--- src/rtl/bit_counter_pipe_stream.sv ---
// Stallable pipelined population counter: each stage adds one CHUNK-bit slice of the word.
// Optional BIT_COUNTER_PIPE_STATS_EN adds a saturating count of completed output beats (beats_o).
module bit_counter_pipe_stream #(
   parameter int WIDTH  = 16,
   parameter int STAGES = 4
) (
   input  logic                   clk_i,
   input  logic                   rst_n_i,
   input  logic [WIDTH-1:0]       data_i,
   input  logic                   mode_i,
   input  logic                   data_val_i,
   output logic                   data_ready_o,
   output logic [WIDTH-1:0]       data_o,
   output logic                   mode_o,
   output logic [$clog2(WIDTH):0] count_o,
   output logic                   data_val_o,
`ifdef BIT_COUNTER_PIPE_STATS_EN
   output logic [31:0]            beats_o,
`endif
   input  logic                   data_ready_i
);

   localparam int CHUNK = (WIDTH + STAGES - 1) / STAGES;
   localparam int CW    = $clog2(WIDTH) + 1;

   // Handshake: a beat moves across an interface on a rising edge where valid and
   // ready are both 1; the sender holds the beat stable until then, and ready
   // never depends combinationally on the valid of the same interface.
   logic [STAGES-1:0] val;
   logic [STAGES-1:0] adv;

   // A stage may advance when it, or any stage downstream of it, is a bubble,
   // or when the consumer takes the output beat.
   always_comb begin
      logic room;
      room = data_ready_i;
      adv  = '0;
      for (int s = STAGES - 1; s >= 0; s--) begin
         room   = room | ~val[s];
         adv[s] = room;
      end
   end

   assign data_ready_o = rst_n_i & adv[0];

   for (genvar s = 0; s < STAGES; s++) begin : g_stage
      // Slice mask is all zero for stages that start at or beyond WIDTH.
      localparam logic [WIDTH-1:0] MASK = ({WIDTH{1'b1}} >> (WIDTH - CHUNK)) << (s * CHUNK);

      logic             up_val;
      logic [WIDTH-1:0] up_data;
      logic             up_mode;
      logic [CW-1:0]    up_cnt;
      logic [CW-1:0]    slice_cnt;

      logic             val_q;
      logic [WIDTH-1:0] data_q;
      logic             mode_q;
      logic [CW-1:0]    cnt_q;

      if (s == 0) begin : g_head
         assign up_val  = data_val_i;
         assign up_data = data_i;
         assign up_mode = mode_i;
         assign up_cnt  = '0;
      end else begin : g_body
         assign up_val  = g_stage[s-1].val_q;
         assign up_data = g_stage[s-1].data_q;
         assign up_mode = g_stage[s-1].mode_q;
         assign up_cnt  = g_stage[s-1].cnt_q;
      end

      // Bits equal to ~mode are exactly the ones set in data ^ {mode}.
      assign slice_cnt = CW'($countones((up_data ^ {WIDTH{up_mode}}) & MASK));

      always_ff @(posedge clk_i or negedge rst_n_i) begin
         if (!rst_n_i) begin
            val_q  <= 1'b0;
            data_q <= '0;
            mode_q <= 1'b0;
            cnt_q  <= '0;
         end else if (adv[s]) begin
            val_q <= up_val;
            if (up_val) begin
               data_q <= up_data;
               mode_q <= up_mode;
               cnt_q  <= up_cnt + slice_cnt;
            end
         end
      end

      assign val[s] = val_q;
   end

   assign data_o     = g_stage[STAGES-1].data_q;
   assign mode_o     = g_stage[STAGES-1].mode_q;
   assign count_o    = g_stage[STAGES-1].cnt_q;
   assign data_val_o = g_stage[STAGES-1].val_q;

`ifdef BIT_COUNTER_PIPE_STATS_EN
   always_ff @(posedge clk_i or negedge rst_n_i) begin
      if (!rst_n_i) begin
         beats_o <= '0;
      end else if (data_val_o && data_ready_i && (beats_o != 32'hFFFF_FFFF)) begin
         beats_o <= beats_o + 32'd1;
      end
   end
`endif

endmodule

--- config.mk ---
export PLATFORM = sky130hd
export DESIGN_NAME = bit_counter_pipe_stream
export DESIGN_NICKNAME = d
export VERILOG_FILES = /design/src/rtl/bit_counter_pipe_stream.sv
export SDC_FILE = /design/constraint.sdc
export NUM_CORES = 1
export LEC_CHECK = 0
export ABC_AREA = 1
export CAP_MARGIN = 40
export CORE_ASPECT_RATIO = 1.1
export CORE_MARGIN = 5
export CORE_UTILIZATION = 60
export DETAILED_ROUTE_END_ITERATION = 10
export GPL_ROUTABILITY_DRIVEN = 0
export HOLD_SLACK_MARGIN = 0.15
export PLACE_DENSITY = 0.81
export SLEW_MARGIN = 10
export SYNTH_ARGS = -nofsm -noshare
export SYNTH_HDL_FRONTEND = slang
export SYNTH_SLANG_ARGS = --single-unit
export TNS_END_PERCENT = 20
--- constraint.sdc ---
create_clock -name clk_i -period 4.2 [get_ports clk_i]
set_input_delay 0.84 -clock clk_i [delete_from_list [all_inputs] [get_ports clk_i]]
set_output_delay 0.84 -clock clk_i [all_outputs]
set_load 0.03 [all_outputs]
-- Yosys cells after proc, flatten, opt, wreduce, memory -nomap -nowiden
Index checks and enable logic that the tools add are counted.
- add/sub/neg operators: 15
- bitwise logic cells: 13
- reductions and logical operators: 4
- operators with widths (operator ; number):
    adder 1 x 1 -> 2 bit ; 8
    bitwise XOR 16 bit ; 1
    adder 2 x 2 -> 3 bit ; 4
    bitwise XOR 12 bit ; 1
    adder 5 x 3 -> 5 bit ; 2
    AND reduction 2 bit ; 4
    bitwise XOR 8 bit ; 1
    adder 5 bit ; 1
    inverter 1 bit ; 4
    bitwise OR 1 bit ; 4
    bitwise XOR 4 bit ; 1
    bitwise AND 1 bit ; 1
- register bits after elaboration: 92

-- Depth between registers and ports, before layout
Gate-level depths: netlist of run 1.
- depth in word-level cells: 6
- gate-level depth with buffers: 11
- gate-level depth less buffers: 10

-- Worst setup path before layout of run 1
OpenSTA, ideal clock, no wires.
- kind: input -> register
- start point: input port mode_i
- end point: register g_stage[0].cnt_q[1]
- arrival time: 2.284 ns
- path slack: 1.799 ns
- cell stages on the path: 7
- buffers on the path: 1
- cell sequence: clkbuf_1 -> xor2_1 -> fa_1 -> ha_1 -> ha_1 -> nand3_1 -> nand2_1
- cells in the longest elaborated chain, start to end: 3
- ends and longest elaborated chain (what ; line ; RTL):
    from (decl) ; 10 ; input logic mode_i,
    bitwise XOR 4 bit * ; 74 ; assign slice_cnt = CW'($countones((up_data ^ {WIDTH{up_mode}}) & MASK));
    adder 1 x 1 -> 2 bit (implied by the code) ; 74 ;
    adder 2 x 2 -> 3 bit (implied by the code) * ; 74 ;
    net g_stage[0].slice_cnt[1] ; 54 ; logic [CW-1:0] slice_cnt;
    to (signal assigned) ; 87 ; cnt_q <= up_cnt + slice_cnt;
    to (decl) ; 59 ; logic [CW-1:0] cnt_q;
Mark *: on every way through the listed nets, which the timed path passes. The rest lies on a longest branch.
A chain may end at the register's enable or synchronous reset.

-- Worst setup path in the final report of run 1
- start point: input port data_ready_i
- end point: output port data_ready_o
- cells in the longest elaborated chain, start to end: 5
- ends and longest elaborated chain (what ; line ; RTL):
    from (decl) ; 20 ; input logic data_ready_i
    bitwise OR 1 bit (4 in a row) ; 39 ; room = room | ~val[s];
    bitwise AND 1 bit ; 44 ; assign data_ready_o = rst_n_i & adv[0];
    to (decl) ; 12 ; output logic data_ready_o,
Every way passes these cells.

==> results of run 1 <==
[routing by layer]
metal  GRT usage  wire length, um
met1       0.264             3210
met2       0.337             3670
met5           0                0
met4      0.0921              133
met3      0.0389              329
[cell usage after synthesis]
master / number
buf_2: 10
inv_1: 17
nor2_4: 1
nor2_1: 2
o21ai_0: 5
buf_1: 2
and2_1: 1
dfrtp_1: 89
nand3b_1: 1
nand2_2: 2
nand3_1: 47
buf_4: 6
xor2_1: 13
xnor2_1: 5
nand4_2: 1
nor2_2: 1
nand2_1: 183
clkbuf_1: 6
o21ai_1: 18
ha_1: 8
inv_2: 4
fa_1: 10
[sequential cells by signal, indices dropped and copies added, names as in the netlist]
name            flops
count_o             5
data_o             16
data_val_o          1
g_stage.cnt_q      12
g_stage.data_q     48
g_stage.mode_q      3
g_stage.val_q       3
mode_o              1
[stage by stage]
step | hold WS (ns) | setup slack (ns) | power (W)
global placement | 0.453 | 0.989 | 0.00282
global route | 0.498 | 0.896 | 0.00373
floorplan | 0.442 | 1.80 | 0.00246
CTS | 0.470 | 0.946 | 0.00345
detailed placement | 0.458 | 0.985 | 0.00290
finish | 0.467 | 0.940 | 0.00341
[final timing paths]
path / from / endpoint
hold reg to reg: g_stage[1].data_q[2]$_DFFE_PN0P_ / g_stage[2].data_q[2]$_DFFE_PN0P_
setup reg to reg: g_stage[0].mode_q$_DFFE_PN0P_ / g_stage[1].cnt_q[2]$_DFFE_PN0P_
setup / recovery: data_ready_i / data_ready_o
min in group asynchronous: rst_n_i / g_stage[2].data_q[11]$_DFFE_PN0P_
max in group asynchronous: rst_n_i / count_o[3]$_DFFE_PN0P_
hold / removal: g_stage[1].data_q[2]$_DFFE_PN0P_ / g_stage[2].data_q[2]$_DFFE_PN0P_
[cell type report]
class                      count  area [sq um]
sequential                    89          2230
clock buffer                   9           124
timing repair buffer          50           483
inverter                      21          78.8
tap                           82           103
multi-input combinational    298          1560
fill                         517          1890
clock inverter                 7          52.6
[worst min-delay path, cell delays in order, from the launching register on]
cell	delay [ns]
dfrtp_1	0.35
nand2_1	0.05
nand2_1	0.04
[power groups by stage]
stage          Clock (W)  Sequential, W  Combinational [W]
2_1_floorplan          0        0.00150           0.000961
3_3_place_gp           0        0.00137            0.00146
3_5_place_dp           0        0.00138            0.00152
4_1_cts         0.000546        0.00137            0.00154
5_1_grt         0.000583        0.00141            0.00173
6_report        0.000534        0.00137            0.00151
[cell families (layout without fill, tap and decap cells)]
family / count (synthesis) / count (layout) / synth area share
AND/OR/NAND/NOR: 239 / 239 / 0.247
flip-flops: 89 / 89 / 0.558
buffers and inverters: 45 / 87 / 0.0511
AO/OA/AOI/OAI: 23 / 23 / 0.0288
adder cells (fa/ha/maj): 18 / 18 / 0.0753
XOR/XNOR: 18 / 18 / 0.0395
==> impl_metrics.ini, run 1 <==
[power_and_ir_drop]
p_switching_w = 0.00143
p_comb_frac = 0.442
p_int_w = 0.00199
clock_power_share = 0.157
power_frac_seq = 0.401
power.density_mw_per_mm2 = 738
peakVddDrop_v = 0.000395
swShare = 0.418
leakage_nw = 2.37

[critical_path]
cp-end-kind = output pin
cp.depth = 5
crit_family = buffers and inverters
worst-path-buf-inv = 2
reg2reg_slack_ns = 1.63
r2r_cells = 6
arrival_ns = 2.42
cpMostUsedCell = clkdlybuf4s50_1
crit_type = in -> out
max_stage_delay_ns = 0.69
required_ns = 3.36
cp_max_fo = 3
crit_slowest_cell = clkdlybuf4s50_1
path_cells = clkdlybuf4s50_1 > nor2_4 > nand4_2 > and2_1 > clkdlybuf4s50_1
critPathLaunchType = input pin

[cells_and_area]
final_cell_area_sq_mm = 0.00463
syn2layout_area_growth_pct = 16.0
antennaDiodeCount = 0
drive_above_1_share = 0.0675
fin_cells = 556
final_nets = 508
final_common_cell = nand2_1
final_cell_mix = nand2_1, dfrtp_1, nand3_1
final_util = 0.710

[placement]
dp.cells = 540
port_buffers = 44
dpl.hpwl_mm = 5.18
detailed_place.area_sq_mm = 0.00445

[timing]
finalMaxSlewViolations = 0
relSlewSlack = 0.568
setup-tns-final_ns = 0
skew_ns = 0.0130
setup_viol = 0
timing.fmax_ghz = 0.307
period_minus_slack_ns = 3.26
rsz0062_at_grt = no
worstMarginPinSlew_ns = 0.646
fin_crit_sh = 0.776
hold_violations = 0

[routing]
route.detailed.drc = 0
wl_per_cell_um = 13.2
ant_nets = 0
drt-total-wl_mm = 7.34
viasPerCell = 5.13
num_vias = 2853
drt_iter0_drc = 122
firstDrtPassIters = 4

[clocking]
clock_latency_ns = 0.36
ctsResizeCount = 0
cts_buffers = 9
numClockSinks = 89
h-tree-depth = 3
postCtsSetupRepairBufs = 0
root_buffer = clkbuf_8
clockBufferDepth = 2
cts_tree = done
clk_pin_slew_ns = 0.10
cts.hold.buffers_added = 0

[synthesis]
syn_nets = 471
synthesis.area_sq_mm = 0.00399
syn_inst = 432
yosys.area.top_type = dfrtp_1
syn_avg_cell_area_sq_um = 9.24
yosysUniqueCellTypes = 22
yosysSeqAreaShare = 0.558
ys_seq_elements = 89
ys_warn_count = 0
synth_top_area_frac = 0.558
synthTopCellsByArea = dfrtp_1, nand2_1, nand3_1

[global_routing]
gr-total-overflow = 0
grt_pass1_wl_mm = 13.1
grt_antenna_before_repair = 0
grt_usage = 0.205
first_global_vias = 2886
grt_max_degree = 49

[floorplanning]
core_area_sq_mm = 0.00652
die_area_sq_mm = 0.00838
ios = 45
start_util = 0.612
fp-row-count = 31
die_w_um = 87.8
die_h_um = 95.5

[status]
status = finished, final reports clean

[worst_hold_path]
hold_class = reg -> reg
min_path_cells = 2

[run]
drv_cap = 0
(Power assumes the default switching activity.)
==> run 2, diff against run 1 <==
- CORE_UTILIZATION: 60 -> 50
- PLACE_DENSITY: 0.81 -> 0.72
- clock period: 4.2 -> 2.67 ns (I/O delays scaled with it)
==> run 2 against run 1 <==
Non-clock buffer count is 2 higher. Via count is 2.0% lower. Sequential cell count stayed put. Register-to-register slack worse by 1.4 ns. Cell count is 4.9% higher. Global-route usage is 4.3 points lower. Critical path type unchanged.
==> impl_metrics.ini, run 2 (synthesis gave the netlist of run 1 again) <==
[status]
status = finished, final reports clean

[critical_path]
rr_endpoint = g_stage[1].cnt_q[2]$_DFFE_PN0P_
reg2reg_slack_ns = 0.23
required_ns = 2.14
crit_type = in -> out
cp-end-kind = output pin
cp_max_fo = 3
r2r_cells = 6
critPathLaunchType = input pin
r2r-start = g_stage[0].mode_q$_DFFE_PN0P_
arrival_ns = 2.06

[timing]
holdWs_ns = 0.239
finalMaxSlewViolations = 0
setup_viol = 0
timing.fmax_ghz = 0.386
worstMarginPinSlew_ns = 0.629
skew_ns = 0.00991
fin_crit_sh = 0.970
setup_slack_ns = 0.0798
relSlewSlack = 0.580
period_minus_slack_ns = 2.59
hold_violations = 0
rsz0062_at_grt = no
setup-tns-final_ns = 0

[global_routing]
first_global_vias = 2761
grt_antenna_before_repair = 0
grt_max_degree = 52
grt_usage = 0.162
gr-total-overflow = 0
grt_pass1_wl_mm = 12.9

[cells_and_area]
final_cell_mix = nand2_1, dfrtp_1, nand3_1
drive_above_1_share = 0.0695
syn2layout_area_growth_pct = 17.6
antennaDiodeCount = 0
regMostFlops = g_stage.data_q
final_util = 0.596
largest_reg_flops = 48
final_common_cell = nand2_1
final_nets = 510
filler_cell_count = 688

[power_and_ir_drop]
power.density_mw_per_mm2 = 1150
power_w = 0.00541
peakVddDrop_v = 0.000446
leakage_nw = 2.39

[placement]
pre_cts_ws_ns = 0.0888
dpl.hpwl_mm = 5.12
port_buffers = 44

[clocking]
cts_buffers = 9
root_buffer = clkbuf_8
postCtsSetupRepairBufs = 0
ctsResizeCount = 0
clockBufferDepth = 2
numClockSinks = 89
cts_tree = done
cts.hold.buffers_added = 0
clk_pin_slew_ns = 0.09
clock_latency_ns = 0.36
h-tree-depth = 3

[floorplanning]
fp-row-count = 34
die_area_sq_mm = 0.00987
die_h_um = 104
start_util = 0.507
die_w_um = 95.2
ios = 45
core_area_sq_mm = 0.00787

[routing]
wl_per_cell_um = 12.1
firstDrtPassIters = 4
route.detailed.drc = 0
drt_iter0_drc = 153
ant_nets = 0
num_vias = 2796
viasPerCell = 4.80
drt-total-wl_mm = 7.04

[run]
drv_cap = 0

[worst_hold_path]
hold_class = in -> async
==> run 2: changes by cell type in the layout (fill, tap and decap cells not counted), sizes merged <==
cell / previous run / this run
bufinv: 0 / 1
inv: 23 / 22
clkinv: 1 / 0
buf: 7 / 9
==> run 2: worst max-delay path by stage <==
stage                                                  to                           from  slack, ns
after floorplan           g_stage[1].cnt_q[2]$_DFFE_PN0P_  g_stage[0].mode_q$_DFFE_PN0P_       0.27
after global placement                       data_ready_o                   data_ready_i       0.09
after detailed placement                     data_ready_o                   data_ready_i       0.09
after CTS                                    data_ready_o                   data_ready_i       0.07
after global routing                         data_ready_o                   data_ready_i       0.04
final                                        data_ready_o                   data_ready_i       0.08
==> run 2: per-layer routing <==
metal,up-vias,global-route usage,share of wire
met4,0,0.0588,0.013
met3,8,0.0377,0.035
met5,-,0,0
met1,1309,0.233,0.49
met2,47,0.240,0.46
li1,1432,-,-
==> run 2: layout make-up <==
type,count,area (sq um),area share
Inverter,21,78.8,0.0168
Timing Repair Buffer,52,498,0.106
Tap cell,108,135,0.0288
Sequential cell,89,2230,0.475
Clock inverter,6,68.8,0.0147
Multi-Input combinational cell,298,1560,0.332
Clock buffer,9,124,0.0264
==> run 2: worst max-delay path, cell delays in order <==
cell and delay (ns):
clkdlybuf4s50_1 0.54, nor2_4 0.07, nand4_2 0.07, and2_1 0.16, clkdlybuf4s50_1 0.68
==> run 2: stage by stage <==
| step | cell area [sq um] | instances |
|---|---|---|
| floorplan | 3990 | 432 |
| global placement | 4500 | 568 |
| detailed placement | 4500 | 568 |
| CTS | 4690 | 583 |
| global route | 4690 | 583 |
| finish | 4690 | 583 |
==> run 2: power breakdown <==
group	leakage [nW]	total, W	switching (W)	internal [W]
combinational	1.18	0.00235	0.00138	0.000969
clock	0.0840	0.000909	0.000479	0.000430
sequential	1.12	0.00215	0.000325	0.00183
